==> config.mk <==
export PLATFORM = sky130hd
export DESIGN_NAME = morphle_cfg_loader
export DESIGN_NICKNAME = d
export VERILOG_FILES = /design/src/rtl/morphle_cfg_loader.sv
export SDC_FILE = /design/constraint.sdc
export NUM_CORES = 1
export LEC_CHECK = 0
export ABC_AREA = 1
export CAP_MARGIN = 5
export CORE_UTILIZATION = 25
export DETAILED_ROUTE_END_ITERATION = 8
export GPL_ROUTABILITY_DRIVEN = 0
export PLACE_DENSITY = 0.51
export SYNTH_ARGS = -nofsm -noshare
export SYNTH_HDL_FRONTEND = slang
export SYNTH_SLANG_ARGS = --single-unit
==> constraint.sdc <==
create_clock -name wb_clk_i -period 2.9 [get_ports wb_clk_i]
set_input_delay 0.58 -clock wb_clk_i [delete_from_list [all_inputs] [get_ports wb_clk_i]]
set_output_delay 0.58 -clock wb_clk_i [all_outputs]
set_load 0.02 [all_outputs]
==> src/rtl/morphle_cfg_loader.sv <==
// Wishbone-fed configuration sequencer that drives the Morphle Logic block configuration pins.
// Defining MORPHLE_CFG_READBACK_EN builds the READBACK capture of cfg_bits_ret.
module morphle_cfg_loader #(
  parameter int BLOCKWIDTH   = 16,
  parameter int FIFO_DEPTH   = 4,
  parameter int PULSE_CYCLES = 2
) (
  input  logic                  wb_clk_i,
  input  logic                  wb_rst_ni,
  input  logic                  wbs_stb_i,
  input  logic                  wbs_cyc_i,
  input  logic                  wbs_we_i,
  input  logic [3:0]            wbs_sel_i,
  input  logic [31:0]           wbs_adr_i,
  input  logic [31:0]           wbs_dat_i,
  output logic                  wbs_ack_o,
  output logic [31:0]           wbs_dat_o,
  output logic                  cfg_reset,
  output logic                  cfg_clk,
  output logic [BLOCKWIDTH-1:0] cfg_bits,
  input  logic [BLOCKWIDTH-1:0] cfg_bits_ret
);

  localparam int AW = (FIFO_DEPTH > 1) ? $clog2(FIFO_DEPTH) : 1;
  localparam int LW = $clog2(FIFO_DEPTH) + 1;
  localparam int PW = (PULSE_CYCLES > 1) ? $clog2(PULSE_CYCLES) : 1;
  localparam logic [LW-1:0] DEPTH_L = LW'(FIFO_DEPTH);
  localparam logic [PW-1:0] LAST_CNT = PW'(PULSE_CYCLES - 1);

  localparam logic [1:0] S_IDLE  = 2'd0;
  localparam logic [1:0] S_SETUP = 2'd1;
  localparam logic [1:0] S_HIGH  = 2'd2;
  localparam logic [1:0] S_LOW   = 2'd3;

  localparam logic [1:0] A_CTRL   = 2'd0;
  localparam logic [1:0] A_STATUS = 2'd1;
  localparam logic [1:0] A_DATA   = 2'd2;
  localparam logic [1:0] A_RDBK   = 2'd3;

  logic [1:0]            r_state;
  logic [PW-1:0]         r_cnt;
  logic [15:0]           r_words;
  logic                  r_ovf;
  logic [BLOCKWIDTH-1:0] r_mem [FIFO_DEPTH];
  logic [AW-1:0]         r_wr_ptr;
  logic [AW-1:0]         r_rd_ptr;
  logic [LW-1:0]         r_level;

  logic                  w_acc;
  logic                  w_wr;
  logic [1:0]            w_adr;
  logic                  w_push_req;
  logic                  w_push;
  logic                  w_pop;
  logic                  w_flush;
  logic                  w_cnt_clr;
  logic                  w_ovf_clr;
  logic                  w_empty;
  logic                  w_full;
  logic                  w_last;
  logic                  w_word_done;
  logic [BLOCKWIDTH-1:0] w_head;
  logic [BLOCKWIDTH-1:0] w_readback;
  logic [31:0]           w_status;
  logic [31:0]           w_rd_data;
  logic                  w_unused_bus;

  // One access per two cycles: ack blocks a second acceptance of the same strobe.
  assign w_acc      = wbs_stb_i & wbs_cyc_i & ~wbs_ack_o;
  assign w_wr       = w_acc & wbs_we_i;
  assign w_adr      = wbs_adr_i[3:2];
  assign w_push_req = w_wr & (w_adr == A_DATA) & (wbs_sel_i[1:0] == 2'b11);
  assign w_flush    = w_wr & (w_adr == A_CTRL) & wbs_sel_i[0] & wbs_dat_i[1];
  assign w_cnt_clr  = w_wr & (w_adr == A_CTRL) & wbs_sel_i[0] & wbs_dat_i[2];
  assign w_ovf_clr  = w_wr & (w_adr == A_STATUS) & wbs_dat_i[7];
  assign w_unused_bus = ^{wbs_adr_i, wbs_dat_i, wbs_sel_i};

  assign w_empty     = (r_level == '0);
  assign w_full      = (r_level == DEPTH_L);
  assign w_last      = (r_cnt == LAST_CNT);
  assign w_word_done = (r_state == S_LOW) & w_last;
  assign w_pop       = ((r_state == S_IDLE) | w_word_done) & ~w_empty;
  // A slot freed by a pop on the same edge makes room for the push.
  assign w_push      = w_push_req & (~w_full | w_pop);
  assign w_head      = r_mem[r_rd_ptr];

  always_ff @(posedge wb_clk_i) begin
    if (w_push) begin
      r_mem[r_wr_ptr] <= wbs_dat_i[BLOCKWIDTH-1:0];
    end
  end

  always_ff @(posedge wb_clk_i or negedge wb_rst_ni) begin
    if (!wb_rst_ni) begin
      r_wr_ptr <= '0;
      r_rd_ptr <= '0;
      r_level  <= '0;
    end else if (w_flush) begin
      r_rd_ptr <= r_wr_ptr;
      r_level  <= '0;
    end else begin
      if (w_push) begin
        r_wr_ptr <= r_wr_ptr + AW'(1);
      end
      if (w_pop) begin
        r_rd_ptr <= r_rd_ptr + AW'(1);
      end
      r_level <= r_level + LW'(w_push) - LW'(w_pop);
    end
  end

  always_ff @(posedge wb_clk_i or negedge wb_rst_ni) begin
    if (!wb_rst_ni) begin
      r_state  <= S_IDLE;
      r_cnt    <= '0;
      cfg_clk  <= 1'b0;
      cfg_bits <= '0;
    end else begin
      case (r_state)
        S_IDLE: begin
          if (!w_empty) begin
            cfg_bits <= w_head;
            r_state  <= S_SETUP;
          end
        end
        S_SETUP: begin
          r_cnt   <= '0;
          cfg_clk <= 1'b1;
          r_state <= S_HIGH;
        end
        S_HIGH: begin
          if (w_last) begin
            r_cnt   <= '0;
            cfg_clk <= 1'b0;
            r_state <= S_LOW;
          end else begin
            r_cnt <= r_cnt + PW'(1);
          end
        end
        default: begin
          if (w_last) begin
            r_cnt <= '0;
            if (!w_empty) begin
              cfg_bits <= w_head;
              r_state  <= S_SETUP;
            end else begin
              r_state <= S_IDLE;
            end
          end else begin
            r_cnt <= r_cnt + PW'(1);
          end
        end
      endcase
    end
  end

  always_ff @(posedge wb_clk_i or negedge wb_rst_ni) begin
    if (!wb_rst_ni) begin
      r_words <= '0;
      r_ovf   <= 1'b0;
    end else begin
      // Clear dominates a coincident increment.
      if (w_cnt_clr) begin
        r_words <= '0;
      end else if (w_word_done) begin
        r_words <= r_words + 16'd1;
      end
      if (w_push_req & w_full & ~w_pop) begin
        r_ovf <= 1'b1;
      end else if (w_ovf_clr) begin
        r_ovf <= 1'b0;
      end
    end
  end

`ifdef MORPHLE_CFG_READBACK_EN
  logic [BLOCKWIDTH-1:0] r_readback;

  always_ff @(posedge wb_clk_i or negedge wb_rst_ni) begin
    if (!wb_rst_ni) begin
      r_readback <= '0;
    end else if (w_word_done) begin
      r_readback <= cfg_bits_ret;
    end
  end

  assign w_readback = r_readback;
`else
  logic w_unused_ret;

  assign w_readback   = '0;
  assign w_unused_ret = ^cfg_bits_ret;
`endif

  always_comb begin
    w_status        = '0;
    w_status[2:0]   = 3'(r_level);
    w_status[4]     = (r_state != S_IDLE);
    w_status[5]     = w_full;
    w_status[6]     = w_empty;
    w_status[7]     = r_ovf;
    w_status[31:16] = r_words;
  end

  always_comb begin
    case (w_adr)
      A_CTRL:   w_rd_data = {31'd0, cfg_reset};
      A_STATUS: w_rd_data = w_status;
      A_DATA:   w_rd_data = '0;
      default:  w_rd_data = 32'(w_readback);
    endcase
  end

  always_ff @(posedge wb_clk_i or negedge wb_rst_ni) begin
    if (!wb_rst_ni) begin
      wbs_ack_o <= 1'b0;
      wbs_dat_o <= '0;
      cfg_reset <= 1'b1;
    end else begin
      wbs_ack_o <= w_acc;
      if (w_acc) begin
        wbs_dat_o <= wbs_we_i ? 32'd0 : w_rd_data;
      end
      if (w_wr && (w_adr == A_CTRL) && wbs_sel_i[0]) begin
        cfg_reset <= wbs_dat_i[0];
      end
    end
  end

endmodule
Yosys cells after proc, flatten, opt, wreduce, memory -nomap -nowiden
Memory sizes are Yosys's and may differ from the RTL's.
Cells that the tools add are included.

storage, ports and cells
  register bits = 78
  bits in latches = 0
  RAM bits = 64
  memory bits (read-only) = 0
  input port bits = 89
  output and inout bits = 51
  logic and storage cells = 92
  memories kept = 1

memories
  memory  depth  width  read ports  clocked after Yosys merged registers in  write ports  line  text
  r_mem   4      16     1           0                                        1            44    logic [BLOCKWIDTH-1:0] r_mem [FIFO_DEPTH];

operators by class
  add/sub/neg operators = 6
  multiply operators = 0
  div/mod/pow operators = 0
  order comparisons = 0
  equality and inequality tests = 9
  shift-type cells = 0
  mux-type cells = 23
  bitwise operators = 24
  reduce and logical (&&, ||, !) cells = 17

operators by type and width
  cell                                                                    number
  16-bit two-way mux                                                      4
  32-bit one-hot mux with 2 select lines                                  1
  32-bit two-way mux                                                      1
  16-bit one-hot mux with 2 select lines                                  1
  16-bit by 1-bit adder with 16-bit output (second input constant)        1
  1-bit bitwise AND                                                       16
  2-bit nonzero test                                                      6
  2-bit two-way mux                                                       5
  2-bit equality test (second input constant)                             4
  1-bit two-way mux                                                       7
  1-bit NOT                                                               6
  2-bit one-hot mux with 3 select lines                                   1
  2-bit AND reduction                                                     3
  2-bit by 1-bit adder with 2-bit output (second input constant)          2
  2-bit by 1-bit equality test with 1-bit output (second input constant)  2
  2-bit logical NOT                                                       2
  2-bit inequality test (second input constant)                           2
  1-bit one-hot mux with 2 select lines                                   2
  3-bit by 1-bit adder with 3-bit output                                  1
  3-bit equality test (second input constant)                             1
  3-bit logical NOT                                                       1
  3-bit two-way mux                                                       1
  3-bit AND reduction                                                     1
  3-bit nonzero test                                                      1
  5 further kinds                                                         7

Depth between registers and ports, before layout
Gate-level depths: netlist of the first run.

  word-level depth = 9
  mapped depth = 13
  depth with buffers taken out = 13

Least setup slack after synthesis of the first run
Ideal clock, no wire load.

  path type = in2reg
  from = in wbs_stb_i
  to = reg r_level[2]
  library setup time = 0.119 ns
  arrival time = 2.135 ns
  required time = 2.781 ns
  setup slack = 0.647 ns
  stages = 11
  path buffers = 0
  cell sequence = nand2_1 -> nor2_4 -> nand2_1 -> nor2_2 -> nand2_2 -> ha_1 -> inv_1 -> ha_1 -> fa_1 -> xnor2_1 -> nor2_1

between the ends
  word-level cells in the longest chain between the ends = 9
  elaborated cells on any way between the ends = 12
  classes of those cells = add/sub: 2; mux: 1; bitwise: 9

ends and longest elaborated chain
  element                                      line  text
  start, declared                              10    input logic wbs_stb_i,
  1-bit bitwise AND * (2 in a row)             69    assign w_acc = wbs_stb_i & wbs_cyc_i & ~wbs_ack_o;
  via w_acc                                    49    logic w_acc;
  1-bit bitwise AND *                          70    assign w_wr = w_acc & wbs_we_i;
  1-bit bitwise AND (2 in a row)               72    assign w_push_req = w_wr & (w_adr == A_DATA) & (wbs_sel_i[1:0] == 2'b11);
  1-bit bitwise AND                            84    assign w_push = w_push_req & (~w_full | w_pop);
  3-bit by 1-bit adder with 3-bit output       108   r_level <= r_level + LW'(w_push) - LW'(w_pop);
  3-bit by 1-bit subtractor with 3-bit output  108
  3-bit two-way mux *                          98    end else if (w_flush) begin
  end signal, assigned                         108
  end, declared                                47    logic [LW-1:0] r_level;

Mark *: on every way through the listed nets, which the timed path passes. The rest lies on a longest branch.
A chain may end at the register's enable or synchronous reset.

Worst setup path in the final report of the first run
  from = reg r_state[0]
  to = reg r_level[2]

between the ends
  word-level cells in the longest chain between the ends = 9
  elaborated cells on any way between the ends = 10
  classes of those cells = add/sub: 2; eq/ne: 1; mux: 1; bitwise: 5; reduce/logical: 1

ends and longest elaborated chain
  element                                        line  text
  start, declared                                40    logic [1:0] r_state;
  start signal, assigned                         114   r_state <= S_IDLE;
  start signal, assigned                         123   r_state <= S_SETUP;
  start signal, assigned                         129   r_state <= S_HIGH;
  2-bit equality test                            81    assign w_word_done = (r_state == S_LOW) & w_last;
  1-bit bitwise AND                              81
  1-bit OR *                                     82    assign w_pop = ((r_state == S_IDLE) | w_word_done) & ~w_empty;
  1-bit bitwise AND *                            82
  1-bit OR                                       84
  1-bit bitwise AND                              84
  3-bit by 1-bit adder with 3-bit output         108
  3-bit by 1-bit subtractor with 3-bit output *  108
  3-bit two-way mux *                            98

Mark *: on every way between the ends. The rest lies on a longest branch, timed or not.

==> impl_metrics.toml, run 1 <==
[run]
max_cap_violations = 0

[power_and_ir_drop]
leakagePower_nw = 3.04
total_power_mw = 6.77
irDropWorstVdd_uv = 401
power_density_nw_per_um2 = 924

[synth]
yosys.cell_types.count = 31
share_of_cell_area_taken_by_muxes_after_synthesis = 0
synth.yosys.seq_area_share = 0.631
synth_compound_area_frac = 0.112
synth_most_common_cell = "sky130_fd_sc_hd__nand2_1"
synth_top_family_by_area = "simple AND/OR/NAND/NOR gates"
synth_async_sr_flop_share = 0.519
synth_enable_flop_cells = 64
ys_warn_count = 0
synth_fa_ha_area_frac = 0.0294
yosys.area_share.xor_xnor = 0.00757
synthDominantAreaCellType = "sky130_fd_sc_hd__edfxtp_1"
netlist.area_leader.share = 0.332
synth-simple-area-share = 0.145
synth_area_leaders = "sky130_fd_sc_hd__edfxtp_1 (33%), sky130_fd_sc_hd__dfrtp_1 (29%), sky130_fd_sc_hd__nand2_1 (5.5%)"
post_synth_inst_count = 548
synth_area_per_cell_sq_um = 10.6
post_synth_most_frequent_cells = "sky130_fd_sc_hd__nand2_1 (85), sky130_fd_sc_hd__dfrtp_1 (68), sky130_fd_sc_hd__nor2_1 (68)"
ys_ff_latch = 133
synthFlopType = "sky130_fd_sc_hd__dfrtp_1"
synth_area_sq_um = 5780

[drt]
viasPerCell = 4.20
drcViolationCount = 0
routed_wl_um = 13100
num_vias = 3906
drtPass1Iterations = 4
drt_first_iter_violations = 180
avgRoutedWirePerCell_um = 14.1
ant_nets = 0

[timing]
setup-violations-final = 0
timing.final.max_slew_violations = 0
final_worst_path_period_share = 0.844
report.final.hold_viol_count = 0
period_needed_ns = 2.45
worstMarginPinSlew_ns = 0.577
grt_setup_unrepaired = "no"
setup-tns-final_ns = 0
clock.fmax_mhz = 408
worst_case_clock_skew_ns = 0.0106
max-slew-margin-rel = 0.615

[worst_setup_path]
setup.reg_to_reg.worst_slack_ns = 0.45
top_cell_family_by_delay_on_the_critical_path = "adder cells"
rr_worst_depth = 13
worst-path-buf-inv = 3
worst_path_required_ns = 3.20
arrival_time_worst_endpoint_ns = 2.75
crit_path_cell_trace = "inv_1 > ha_1 > inv_1 > nand2_1 > nand2_2 > nand3_1 > nand2_2 > ha_1 > inv_1 > ha_1 > fa_1 > xnor2_1 > nor2_1"
crit_path_max_fanout = 5
crit_path_max_incr_delay_ns = 0.44
crit_slowest_cell = "sky130_fd_sc_hd__dfrtp_1"
critical_path.reg2reg.endpoint = "r_level[2]$_DFF_PN0_"
setup.worst_path.start_class = "register"
critical_path.reg2reg.startpoint = "r_state[0]$_DFFE_PN0P_"
worst_setup_path_end_kind = "register"
worst-setup-path-type = "reg2reg"

[clock_tree]
cts.sinks = 133
htreeDepth = 4
max-clock-path-buffers = 2
hold_buffers = 0
clk_pin_slew_worst_paths_ns = 0.06
cts.repair.resized = 0
cts_tree = "built"
clockRootBuffer = "sky130_fd_sc_hd__clkbuf_16"
post_cts.repair.setup_buffers = 0
cts-buffers-inserted = 17
clock_insertion_delay_worst_skew_ns = 0.42

[cells_and_area]
final_layout_size_suffix_gt1_frac = 0.135
syn2layout_area_growth_pct = 26.7
n_antenna_cell = 0
utilization = 0.324
fin_nets = 733
fillCellCount = 2275

[placement]
half_perimeter_wire_length_of_the_detailed_placement_result_um = 8410
io_buffer_count = 66

[hold_path]
worst_hold_path_type = "in2async"

[floorplan]
fp.coreArea_sq_um = 22600
core.rowCount = 55
floorplan.initialDensity = 0.255
fp.dieW_um = 154
die_height_um = 154
io_pins = 140
floorplan.die_area_sq_um = 23700

[global_route]
grt.total_usage = 0.117
via_count_of_the_first_global_routing_pass = 3816
maximum_number_of_pins_on_one_net_before_global_route_repair = 37
global_route_wire_length_before_repair_um = 20900
globalRouteOverflowTotal = 0
grt_antenna_before_repair = 0

[outcome]
status = "finished clean"
-- area by class of cell --
type,count,area (sq um),area share
multi-input cells,332,1740,0.237
well taps,285,357,0.0486
clock inverters,12,106,0.0145
clock buffers,20,447,0.0609
inverters,66,248,0.0338
repair buffers,81,783,0.107
flip-flops and latches,133,3650,0.498
-- logic make-up after synthesis --
kind of cell / after synthesis
AND/OR/NAND/NOR: 196
buffers and inverters: 91
other: 1
flip-flops: 133
adder cells (fa/ha/maj): 13
XOR/XNOR: 5
AO/OA/AOI/OAI: 109
-- metal layers --
metal / vias up / part of all wire / track usage
li1: 1969 / - / -
met1: 1837 / 0.49 / 0.155
met2: 90 / 0.45 / 0.182
met3: 10 / 0.054 / 0.0380
met4: 0 / 0.0080 / 0.0314
met5: - / 0 / 0
-- metrics by stage --
stage | hold WS, ns | instance area [sq um] | setup slack (ns) | instances
finish | 0.147 | 7330 | 0.452 | 929
global placement | 0.470 | 6780 | 0.148 | 897
CTS | 0.153 | 7330 | 0.435 | 929
detailed placement | 0.474 | 6780 | 0.102 | 897
floorplan | 0.284 | 5810 | 0.647 | 556
global route | 0.171 | 7330 | 0.246 | 929
-- cells in the final DEF, fill, tap and decap left out, types with 6 or more instances in the layout --
cell type	instances
sky130_fd_sc_hd__nand2_1	85
sky130_fd_sc_hd__a21oi_1	13
sky130_fd_sc_hd__a22o_1	6
sky130_fd_sc_hd__inv_1	62
sky130_fd_sc_hd__nor2_1	68
sky130_fd_sc_hd__conb_1	9
sky130_fd_sc_hd__nand2_2	9
sky130_fd_sc_hd__dfrtp_1	68
sky130_fd_sc_hd__nor2_2	6
sky130_fd_sc_hd__clkdlybuf4s50_1	65
sky130_fd_sc_hd__o21ai_0	57
sky130_fd_sc_hd__buf_4	15
sky130_fd_sc_hd__ha_1	12
sky130_fd_sc_hd__o21ai_2	16
sky130_fd_sc_hd__clkbuf_16	17
sky130_fd_sc_hd__nand3_1	15
sky130_fd_sc_hd__edfxtp_1	64
sky130_fd_sc_hd__o22ai_1	16
-- power by group --
group          total [mW]  internal (mW)  switching [mW]
combinational        2.28          0.892            1.38
clock                2.01           1.20           0.813
sequential           2.48           2.26           0.221
-- how the worst max path moves through the flow --
stage / from / end / cells past startpoint
final: r_state[0]$_DFFE_PN0P_ / r_level[2]$_DFF_PN0_ / 13
after global routing: r_state[0]$_DFFE_PN0P_ / r_level[2]$_DFF_PN0_ / 13
after CTS: r_state[0]$_DFFE_PN0P_ / r_level[2]$_DFF_PN0_ / 13
after detailed placement: wbs_stb_i / r_level[2]$_DFF_PN0_ / 12
after global placement: wbs_stb_i / r_level[2]$_DFF_PN0_ / 12
after floorplan: wbs_stb_i / r_level[2]$_DFF_PN0_ / 11
-- flip-flops by register name (all words and copies together) (netlist names), 2 cells and up --
register,flops
r_mem,64
r_rd_ptr,2
r_state,2
cfg_bits,16
r_level,3
r_wr_ptr,2
r_words,16
wbs_dat_o,23
Power figures use the tool's default switching activity.
==> run 2: changes to the inputs <==
Clock period 2.9 ns to 2.4 ns, I/O delays scaled along.
==> impl_metrics.toml, run 2 (synthesized netlist as in run 1, its figures left out) <==
[global_route]
grt.met2_usage = 0.192
globalRouteOverflowTotal = 0
maximum_number_of_pins_on_one_net_before_global_route_repair = 34
grt_antenna_before_repair = 0
grt.met3_usage = 0.0366
via_count_of_the_first_global_routing_pass = 4027
global_route_wire_length_before_repair_um = 21700
met1_usage = 0.158
gr-max-usage-layer = "met2"
grt.total_usage = 0.121

[cells_and_area]
fin_nets = 749
max_flop_register = "r_mem"
final_cell_mix = "sky130_fd_sc_hd__nand2_1 (84), sky130_fd_sc_hd__dfrtp_1 (68), sky130_fd_sc_hd__nor2_1 (67)"
syn2layout_area_growth_pct = 30.8
n_antenna_cell = 0
layout.cells.non_filler = 945
final_layout_size_suffix_gt1_frac = 0.165
final_area_sq_um = 7570
largest_register_ff_count = 64
utilization = 0.334
layout_commonest_cell = "sky130_fd_sc_hd__nand2_1"
reg_top3 = "r_mem: 64 flops, wbs_dat_o: 23 flops"

[floorplan]
floorplan.initialDensity = 0.255
io_pins = 140
fp.dieW_um = 154
die_height_um = 154
floorplan.die_area_sq_um = 23700
fp.coreArea_sq_um = 22600
core.rowCount = 55

[placement]
post-place-ws_ns = -0.274
half_perimeter_wire_length_of_the_detailed_placement_result_um = 8710
dpl_cell_area_sq_um = 6950
dp.cells = 911
io_buffer_count = 66

[worst_setup_path]
crit_path_max_fanout = 5
worst-setup-path-type = "reg2reg"
crit_path_cell_trace = "buf_4 > ha_1 > nand2_2 > nand2_2 > nand2_4 > inv_1 > ha_1 > inv_1 > ha_1 > fa_1 > xnor2_2 > nor2_1"
worst_path_required_ns = 2.70
rr_worst_depth = 12
top_cell_family_by_delay_on_the_critical_path = "adder cells"
arrival_time_worst_endpoint_ns = 2.60
setup.reg_to_reg.worst_slack_ns = 0.11
worst_setup_path_end_kind = "register"
critical_path.reg2reg.startpoint = "r_state[0]$_DFFE_PN0P_"
worst-path-buf-inv = 3
path_common_cell = "sky130_fd_sc_hd__ha_1"
setup.worst_path.start_class = "register"
critical_path.reg2reg.endpoint = "r_level[2]$_DFF_PN0_"
crit_path_max_incr_delay_ns = 0.41
crit_slowest_cell = "sky130_fd_sc_hd__dfrtp_1"

[drt]
num_vias = 3989
drcViolationCount = 0
routed_wl_um = 13400
ant_nets = 0
viasPerCell = 4.22
drt_first_iter_violations = 149
avgRoutedWirePerCell_um = 14.2
drtPass1Iterations = 5

[clock_tree]
clock_insertion_delay_worst_skew_ns = 0.42
max-clock-path-buffers = 2
cts.sinks = 133
cts_tree = "built"
clk_pin_slew_worst_paths_ns = 0.06
cts-buffers-inserted = 17
htreeDepth = 4
clockRootBuffer = "sky130_fd_sc_hd__clkbuf_16"

[hold_path]
worst_hold_path_type = "reg2reg"
whs_path_depth = 2
worst_hold_path.endpoint = "wbs_dat_o[29]$_DFFE_PN0N_"
worst_hold_startpoint = "wbs_dat_o[29]$_DFFE_PN0N_"

[timing]
period_needed_ns = 2.29
timing.final.max_slew_violations = 0
final_worst_path_period_share = 0.956
worst_case_clock_skew_ns = 0.0103
setup-tns-final_ns = 0
setup-violations-final = 0
hold-worst-slack_ns = 0.491
clock.fmax_mhz = 436
report.final.hold_viol_count = 0
fin_ws_ns = 0.106

[run]
max_cap_violations = 0

[power_and_ir_drop]
power_density_nw_per_um2 = 1130
irDropWorstVdd_uv = 530
leakagePower_nw = 3.15
total_power_mw = 8.53

[outcome]
status = "finished clean"
-- run 2: cell types whose count changed in the layout (fill, tap and decap cells not counted), sizes merged --
| cell | previous run | this run |
|---|---|---|
| buf | 16 | 31 |
| clkbuf | 20 | 18 |
| inv | 67 | 72 |
| clkinv | 7 | 5 |
| clkinvlp | 3 | 2 |
| dlygate4sd3 | 0 | 1 |
-- run 2: repair_timing --
action,4_1_cts,5_1_grt
resized for setup,0,6
hold endpoints to repair,21,0
endpoints found under the setup margin,0,2
hold buffers,1,0
buffers inserted,0,1
-- run 2: routing by layer --
layer,share of wire,wire [um]
met5,0,0
met4,0.0081,109
met3,0.042,571
met2,0.46,6200
met1,0.49,6560
-- run 2: worst max-delay path by stage --
stage	start	cells past startpoint	end
floorplan	r_state[0]$_DFFE_PN0P_	13	r_level[2]$_DFF_PN0_
global placement	wbs_stb_i	12	r_level[2]$_DFF_PN0_
detailed placement	wbs_stb_i	12	r_level[2]$_DFF_PN0_
CTS	r_state[0]$_DFFE_PN0P_	13	r_level[2]$_DFF_PN0_
global route	r_state[1]$_DFFE_PN0P_	13	r_level[2]$_DFF_PN0_
finish	r_state[0]$_DFFE_PN0P_	12	r_level[2]$_DFF_PN0_
-- run 2: worst register-to-register path, stage by stage (launching register included) --
cell	delay (ns)
sky130_fd_sc_hd__dfrtp_1	0.41
sky130_fd_sc_hd__buf_4	0.15
sky130_fd_sc_hd__ha_1	0.19
sky130_fd_sc_hd__nand2_2	0.07
sky130_fd_sc_hd__nand2_2	0.06
sky130_fd_sc_hd__nand2_4	0.11
sky130_fd_sc_hd__inv_1	0.09
sky130_fd_sc_hd__ha_1	0.28
sky130_fd_sc_hd__inv_1	0.04
sky130_fd_sc_hd__ha_1	0.19
sky130_fd_sc_hd__fa_1	0.41
sky130_fd_sc_hd__xnor2_2	0.14
sky130_fd_sc_hd__nor2_1	0.05
-- run 2: area by class of cell --
cell class                 instances  area (sq um)
clock buffer                      18           439
multi-input combinational        332          1770
sequential                       133          3650
inverter                          66           248
clock inverter                    14           141
timing repair buffer              97           968
tap                              285           357
fill                            2291         15100
-- run 2: power by group --
group | internal [mW] | switching (mW) | total (mW)
logic | 1.24 | 1.73 | 2.97
registers | 2.73 | 0.286 | 3.02
clock network | 1.48 | 1.06 | 2.54
